==> src/rtl/wb_stage.sv <==
// wb_stage: single-entry writeback register feeding a two-write-port register
// file. Port 1 writes rd with the primary result; port 2 writes R_HI with the
// high half of long results. Both ports are driven purely from the registered
// entry, so the file commits one edge after the entry was captured.
//
// Upstream contract: mem_valid qualifies the mem_* payload on the edge where it
// is sampled. stall=1 holds the current entry (writes repeat, which is harmless
// because they are identical). flush=1 replaces the entry with a bubble and
// beats stall. There is no back-pressure port; the producer must honour stall.
module wb_stage #(
    parameter int unsigned RETIRE_W = 16,
    parameter logic [3:0]  R_HI     = 4'hF
) (
    input  logic                clk,
    input  logic                rst,
    input  logic                stall,
    input  logic                flush,
    input  logic                mem_valid,
    input  logic                mem_wr_en,
    input  logic                mem_is_long,
    input  logic [3:0]          mem_rd,
    input  logic [15:0]         mem_result,
    input  logic [15:0]         mem_hi,
    output logic                WE1,
    output logic                WE2,
    output logic [3:0]          WriteAddress1,
    output logic [3:0]          WriteAddress2,
    output logic [15:0]         WriteData1,
    output logic [15:0]         WriteData2,
    output logic                fwd1_en,
    output logic [3:0]          fwd1_rd,
    output logic [15:0]         fwd1_data,
    output logic                fwd2_en,
    output logic [15:0]         fwd2_data,
    output logic [RETIRE_W-1:0] retire_count
);

    // Registered writeback entry.
    logic        wb_valid;
    logic        wb_wr_en;
    logic        wb_is_long;
    logic [3:0]  wb_rd;
    logic [15:0] wb_result;
    logic [15:0] wb_hi;
    // Set only on the edge that loaded the entry, so a held entry retires once.
    logic        fresh;

    // Decoded write requests for the two register-file ports.
    logic        wr1;
    logic        wr2;
    logic        collide;

    // Entry capture: flush wins over stall; stall holds the entry but clears fresh.
    always_ff @(posedge clk or posedge rst) begin
        if (rst) begin
            wb_valid   <= 1'b0;
            wb_wr_en   <= 1'b0;
            wb_is_long <= 1'b0;
            wb_rd      <= 4'h0;
            wb_result  <= 16'h0000;
            wb_hi      <= 16'h0000;
            fresh      <= 1'b0;
        end else if (flush) begin
            wb_valid <= 1'b0;
            fresh    <= 1'b0;
        end else if (!stall) begin
            wb_valid   <= mem_valid;
            wb_wr_en   <= mem_wr_en;
            wb_is_long <= mem_is_long;
            wb_rd      <= mem_rd;
            wb_result  <= mem_result;
            wb_hi      <= mem_hi;
            fresh      <= 1'b1;
        end else begin
            fresh <= 1'b0;
        end
    end

    // Retire counter: one count per valid entry, on the edge that ends its first cycle.
    always_ff @(posedge clk or posedge rst) begin
        if (rst) begin
            retire_count <= '0;
        end else if (wb_valid && fresh) begin
            retire_count <= retire_count + 1'b1;
        end
    end

    // Port decode: a long op targeting R_HI drops port 1 so R_HI gets only the high half.
    always_comb begin
        collide = wb_is_long && (wb_rd == R_HI);
        wr1     = wb_valid && wb_wr_en && !collide;
        wr2     = wb_valid && wb_is_long;
    end

    // Register-file ports (active-low enables) and decode bypass, zeroed when idle.
    always_comb begin
        WE1           = ~wr1;
        WE2           = ~wr2;
        WriteAddress1 = wr1 ? wb_rd : 4'h0;
        WriteData1    = wr1 ? wb_result : 16'h0000;
        WriteAddress2 = wr2 ? R_HI : 4'h0;
        WriteData2    = wr2 ? wb_hi : 16'h0000;
        fwd1_en       = wr1;
        fwd1_rd       = wr1 ? wb_rd : 4'h0;
        fwd1_data     = wr1 ? wb_result : 16'h0000;
        fwd2_en       = wr2;
        fwd2_data     = wr2 ? wb_hi : 16'h0000;
    end

endmodule

==> config.mk <==
export PLATFORM = sky130hd
export DESIGN_NAME = wb_stage
export DESIGN_NICKNAME = d
export VERILOG_FILES = /design/src/rtl/wb_stage.sv
export SDC_FILE = /design/constraint.sdc
export NUM_CORES = 1
export LEC_CHECK = 0
export CAP_MARGIN = 20
export CORE_MARGIN = 4
export CORE_UTILIZATION = 36
export DETAILED_ROUTE_END_ITERATION = 10
export PLACE_DENSITY = 0.86
export SYNTH_ARGS = -nofsm -noshare
export SYNTH_HDL_FRONTEND = slang
export SYNTH_SLANG_ARGS = --single-unit
==> constraint.sdc <==
create_clock -name clk -period 1.8 [get_ports clk]
set_input_delay 0.45 -clock clk [delete_from_list [all_inputs] [get_ports clk]]
set_output_delay 0.45 -clock clk [all_outputs]
set_load 0.02 [all_outputs]
# --- Word-level counts from Yosys, hierarchy flattened ---
# Index checks and enable logic that the tools add are counted.
totals:
  output_inout_bits: 96
  elab_cells: 30
  reg_bits: 56
classes:
  reduce_logical: 7
  addsub: 1
  bitwise: 4
  eq_ne: 2
  n_mux: 8
op_table:
  columns: ["cell", "count"]
  rows:
  - ["$mux 16", 2]
  - ["$add 16x1->16 const B", 1]
  - ["$mux 4", 2]
  - ["$logic_and 1x1->1", 5]
  - ["$eq 4x4->1 const B", 1]
  - ["$mux 1", 4]
  - ["$not 1->1", 4]
  - ["$ne 2x1->1 const B", 1]
  - ["$reduce_and 2->1", 1]
  - ["$logic_not 1->1", 1]

# --- Longest topological paths before layout ---
# Gate-level depths: netlist of the first run.
logic_depth:
  depth_word: 5
  depth_mapped: 5
  depth_no_buf: 5

# --- Worst setup path before layout of the first run ---
# Ideal clock, no wire load.
synth_path:
  path_type: "flip-flop to output port"
  from: "reg wb_rd[2]"
  to: "out fwd1_data[10]"
  n_path_buf: 2
  path_stages_with_launch: 6
  path_slack_ns: -0.268
  arrival_time_ns: 1.618
  path_cell_list: "dfrtp_1 > and3_1 > a31oi_1 > clkbuf_1 > and2_1 > buf_4"
synth_via:
  elab_chain_cells: 5
synth_rtl:
  columns: ["item", "line", "text"]
  rows:
  - ["from (decl)", "42", "logic [3:0] wb_rd;"]
  - ["from (signal assigned)", "70", "wb_rd <= mem_rd;"]
  - ["$eq 4x4->1", "90", "collide = wb_is_long && (wb_rd == R_HI);"]
  - ["$logic_and 1x1->1", "90", null]
  - ["$logic_not 1->1", "91", "wr1 = wb_valid && wb_wr_en && !collide;"]
  - ["$logic_and 1x1->1", "91", null]
  - ["named net fwd1_en", "30", "output logic fwd1_en,"]
  - ["$mux 16", null, null]
  - ["to (decl)", "32", "output logic [15:0] fwd1_data,"]
# The timed path passes the listed nets, and every way through them passes these cells.

# --- Final worst setup path of the first run ---
layout_path:
  from: "reg wb_rd[2]"
  to: "out WriteAddress1[0]"
layout_via:
  elab_chain_cells: 5
layout_rtl:
  columns: ["item", "line", "text"]
  rows:
  - ["$eq 4x4->1", "90", null]
  - ["$logic_and 1x1->1", "90", null]
  - ["$logic_not 1->1", "91", null]
  - ["$logic_and 1x1->1", "91", null]
  - ["$mux 4", "99", "WriteAddress1 = wr1 ? wb_rd : 4'h0;"]
  - ["to (decl)", "26", "output logic [3:0] WriteAddress1,"]
# No other way between the ends.

==> results of run 1 <==
==> cell type report <==
cell class / count / area, um^2
clock buffer: 5 / 68.8
clock inverter: 2 / 60.1
fill: 613 / 3070
inverter: 6 / 26.3
multi-input combinational: 123 / 1080
sequential: 56 / 1400
tap: 99 / 124
timing repair buffer: 157 / 1500
==> where the power goes <==
group	leakage, uW	total [uW]	internal [uW]	switching (uW)
sequential	0.000690	1520	1420	108
clock	0.0000642	941	548	394
combinational	0.00139	828	467	361
==> kinds of logic (layout without fill, tap and decap cells) <==
logic type | after synthesis | in the layout
xor+xnor | 15 | 15
buf+inv | 55 | 170
compound gates | 1 | 1
mux | 40 | 40
flops | 56 | 56
simple gates | 66 | 66
fa+ha+maj | 1 | 1
==> path summary, 6_finish.rpt <==
kind	startpoint	endpoint	slack, ns	cells after the start
setup reg to reg	retire_count[0]	retire_count[12]	0.20	5
max in group asynchronous	rst	wb_is_long	0.97	3
setup / recovery	wb_rd[2]	WriteAddress1[0]	-0.24	6
hold / removal	retire_count[15]	retire_count[15]	0.49	1
min in group asynchronous	rst	wb_result[10]	0.57	3
hold reg to reg	retire_count[15]	retire_count[15]	0.49	1
==> metrics by stage <==
| step | worst slack (ns) | hold slack, ns | setup TNS, ns | cells |
|---|---|---|---|---|
| 2_1_floorplan | -0.0249 | 0.472 | -0.315 | 234 |
| 3_3_place_gp | -0.393 | 0.460 | -15.99 | 433 |
| 3_5_place_dp | -0.418 | 0.478 | -17.62 | 433 |
| 4_1_cts | -0.219 | 0.492 | -8.46 | 446 |
| 5_1_grt | -0.306 | 0.510 | -13.15 | 448 |
| 6_report | -0.236 | 0.491 | -8.78 | 448 |
==> layout by cell type, fill, tap and decap left out, types with 6 or more instances in the layout <==
cell and count:
and3_1 15, buf_2 29, buf_4 17, dfrtp_1 55
buf_6 48, mux2_2 39, dlygate4sd2_1 11, and2_4 17
nand2_1 6, xnor2_1 10, clkdlybuf4s50_1 43
==> flip-flops by register name, indices dropped and copies added (netlist names) <==
register,count
wb_is_long,1
retire_count,16
wb_hi,16
wb_wr_en,1
wb_rd,4
fresh,1
wb_valid,1
wb_result,16
==> worst max-delay path, cell delays in order (launching register included) <==
cell and delay (ns):
dfrtp_1 0.40, and3_4 0.19, a31oi_4 0.16, buf_6 0.15, buf_6 0.11, and2_4 0.15, buf_6 0.11
==> layer usage <==
| layer | share of wire (%) | global-route usage [%] | vias up |
|---|---|---|---|
| met1 | 39 | 18.7 | 1012 |
| li1 | - | - | 969 |
| met3 | 8.6 | 5.13 | 10 |
| met4 | 1.3 | 4.03 | 0 |
| met5 | 0 | 0 | - |
| met2 | 51 | 27.6 | 91 |
==> repair_timing <==
action,4_1_cts,5_1_grt
pin swaps,16,1
gates resized for setup,450,17
cloned,3,0
endpoints found under the setup margin,91,65
buffers inserted,3,2
hold buffers,0,0
==> results_dict.tcl, run 1 <==
set metrics [dict create \
    syn_area_um2 2750 \
    yosysWarnings 0 \
    clkLatencyLatePin_ns 0.30 \
    synth.most_common_cell "dfrtp_1" \
    synth-xor-area-share_pct 4.77 \
    required_ns 1.35 \
    track_usage_pct 15.8 \
    overflow 0 \
    via_per_inst 4.65 \
    maxSlewHeadroom_pct 80.0 \
    cap_viol_max_count 0 \
    io_buffers 138 \
    drt_iter0_markers 37 \
    synth.area.mux_share_pct 16.3 \
    synthAdderAreaFrac_pct 0.454 \
    finClkSkew_ns 0.00491 \
    finalWeightedCongestion 0.746 \
    min_period_ns 2.04 \
    diodes 0 \
    dp_hpwl_um 5030 \
    synth_top_family_by_area "multiplexers" \
    die_h_um 95.5 \
    dpl_cell_area_um2 4060 \
    synth-compound-area-share_pct 0.227 \
    yosysSeqAreaShare_pct 50.9 \
    start_util_pct 37.6 \
    cp.arrival_ns 1.59 \
    clk_pin_slew_ns 0.09 \
    cp-start-kind "register" \
    rows 31 \
    yosys-top-cells-area "dfrtp_1 51%, mux2_2 16%, buf_4 11%" \
    synth_ff_type "dfrtp_1" \
    htree_levels 2 \
    utilization_pct 58.1 \
    area_growth_pct 54.6 \
    nets 393 \
    setup_viol 60 \
    worst_pin_slew_ns 0.299 \
    die_w_um 95.5 \
    syn-num-nets 278 \
    synthCells 234 \
    period_share_pct 113 \
    cts_buffer_depth 2 \
    synthArstFlopShare_pct 100 \
    finalWorstSetupSlack_ns -0.236 \
    yosys-top-cells-count "56 x dfrtp_1, 40 x buf_4, 39 x mux2_2" \
    drive_above_1_share_pct 51.0 \
    finalInstanceArea_um2 4260 \
    synth_edf_count 0 \
    coreArea_um2 7330 \
    maxSlewViolCount 0 \
    hold_path.class "reg -> reg" \
    path_class "reg -> out" \
    wl_per_cell_um 16.0 \
    routed_wl_um 7170 \
    grt_pass1_wl_um 11000 \
    outcome "complete, but fails checks" \
    leakagePower_uw 0.00214 \
    synth_cell_types 22 \
    path_max_fanout 6 \
    synth-simple-area-share_pct 14.2 \
    avgSynthCellArea_um2 11.8 \
    cts_buffers 5 \
    cts_tree "done" \
    vias 2082 \
    grt_pass1_vias 2260 \
    clock-sinks 56 \
    grt_start_max_net_pins 57 \
    drc 0 \
    fmax_mhz 491 \
    antenna_left 0 \
    violations "setup timing" \
    worst_setup_path_end_kind "output pin" \
    vdd.ir_drop.worst_v 0.000401 \
    die-area_um2 9110 \
    yosys.area.top_type_share_pct 50.9 \
    post-synth-top-area-cell "dfrtp_1" \
    cts_root_buf "clkbuf_8" \
    finalPower_uw 3290 \
    drt_first_pass_iters 4 \
    rsz0062_at_grt "true" \
    num_io_pins 139 \
    ys_ff_latch 56 \
    grt_antenna_before_repair 0 \
    finalHoldViolCount 0 \
    cellPowerDensity_nw_per_um2 774 \
]
No activity file was read; power rests on OpenSTA's default activity.
==> inputs of run 2 (changes only) <==
GPL_TIMING_DRIVEN = 0   (was unset)
==> results_dict.tcl, run 2 (synthesis results as in run 1) <==
set metrics [dict create \
    outcome "complete, but fails checks" \
    violations "setup timing" \
    period_share_pct 118 \
    cpMaxStageDelayCell "dfrtp_1" \
    cts_buffers 5 \
    routed_wl_um 7800 \
    cp_slowest_stage_delay_ns 0.39 \
    vias 2289 \
    io_buffers 138 \
    die-area_um2 9110 \
    drive_above_1_share_pct 60.8 \
    rsz0062_at_grt "true" \
    hold_path.class "reg -> reg" \
    maxSlewViolCount 0 \
    nets 446 \
    finalHoldViolCount 0 \
    layout_common_cells "124 x buf_6, 55 x dfrtp_1, 44 x clkdlybuf4s50_1" \
    critPathBufInv 4 \
    fmax_mhz 471 \
    track_usage_pct 17.0 \
    clkLatencyLatePin_ns 0.31 \
    fin_cells 502 \
    finalPower_uw 3380 \
    antenna_left 0 \
    dp_cells 472 \
    crit_family "buffers and inverters" \
    htree_levels 2 \
    num_io_pins 139 \
    rows 31 \
    setup_viol 73 \
    worst_hold_startpoint "retire_count[15]" \
    die_h_um 95.5 \
    overflow 0 \
    finClkSkew_ns 0.00826 \
    grt_pass1_vias 2442 \
    worst_setup_path_end_kind "output pin" \
    cp-start-kind "register" \
    dp_hpwl_um 5340 \
    min_period_ns 2.12 \
    path_max_fanout 5 \
    cts_buffer_depth 2 \
    leakagePower_uw 0.00242 \
    whs_path_depth 1 \
    crit_cells 7 \
    diodes 0 \
    area_growth_pct 84.3 \
    cts_root_buf "clkbuf_8" \
    finalInstanceArea_um2 5070 \
    grt_antenna_before_repair 0 \
    cellPowerDensity_nw_per_um2 665 \
    worst_pin_slew_ns 0.591 \
    cap_viol_max_count 0 \
    path_cells "and3_4, a31oi_4, buf_6, buf_8, and2_4, buf_6, buf_6" \
    whs_endpoint "retire_count[15]" \
    required_ns 1.35 \
    drc 0 \
    r2r_slack_ns 0.17 \
    drt_first_pass_iters 2 \
    grt_pass1_wl_um 12000 \
    via_per_inst 4.56 \
    clock-sinks 56 \
    cts_tree "done" \
    r2r_cells 6 \
    clk_pin_slew_ns 0.10 \
    finalWeightedCongestion 0.742 \
    largestRegisters "retire_count x16, wb_hi x16, wb_result x16" \
    grt_start_max_net_pins 32 \
    finalWorstSetupSlack_ns -0.324 \
    r2r-end "retire_count[15]" \
    r2r-start "wb_valid" \
    drt_iter0_markers 29 \
    dpl_cell_area_um2 4310 \
    crit_top_cell "buf_6" \
    final_common_cell "buf_6" \
    start_util_pct 37.6 \
    maxSlewHeadroom_pct 60.5 \
    coreArea_um2 7330 \
    cp.arrival_ns 1.67 \
    path_class "reg -> out" \
    vdd.ir_drop.worst_v 0.000431 \
    die_w_um 95.5 \
    wl_per_cell_um 15.5 \
]
-- run 2: routing by layer --
| metal | track usage, % | vias to the layer above | routed length, um | part of all wire, % |
|---|---|---|---|---|
| met1 | 18.3 | 1123 | 2800 | 36 |
| li1 | - | 1076 | - | - |
| met2 | 31.7 | 84 | 4240 | 54 |
| met3 | 6.31 | 6 | 708 | 9.1 |
| met4 | 3.32 | 0 | 60 | 0.77 |
| met5 | 0 | - | 0 | 0 |
-- run 2: worst max path at each step --
stage                     startpoint            end  slack [ns]
after floorplan             wb_rd[2]  fwd1_data[10]       -0.02
after global placement      wb_rd[2]     fwd1_rd[1]       -0.79
after detailed placement    wb_valid  fwd2_data[10]       -0.81
after CTS                 wb_is_long     fwd1_rd[1]       -0.35
after global routing        wb_rd[2]  fwd1_data[11]       -0.39
final                       wb_rd[1]     fwd1_rd[1]       -0.32
-- run 2: final cells by class --
class / instances / area [um^2]
fill: 528 / 2260
timing repair buffer: 164 / 1740
sequential: 56 / 1400
multi-input combinational: 123 / 1150
buffer: 46 / 512
tap: 99 / 124
clock buffer: 5 / 68.8
clock inverter: 3 / 46.3
inverter: 6 / 31.3
-- run 2: through the flow --
step	worst slack [ns]	hold slack [ns]	TNS [ns]	utilization, %
6_report	-0.324	0.488	-13.46	69.2
5_1_grt	-0.388	0.508	-17.68	69.2
4_1_cts	-0.355	0.489	-16.97	67.7
3_5_place_dp	-0.806	0.471	-52.37	58.8
3_3_place_gp	-0.792	0.457	-53.81	58.5
2_1_floorplan	-0.0249	0.472	-0.315	-
-- run 2: what timing repair did --
item	CTS	global route
hold buffers	0	0
pin swaps	37	12
buffers inserted	14	7
endpoints found under the setup margin	101	80
resized for setup	577	32
endpoints found under the hold margin	0	0
cloned	5	0
-- run 2: report_power, final --
part	switching [uW]	internal (uW)	leakage [uW]	total, uW
Clock	430	420	0.0000548	850
Combinational	401	599	0.00168	1000
Sequential	109	1420	0.000690	1530
Total	940	2440	0.00242	3380
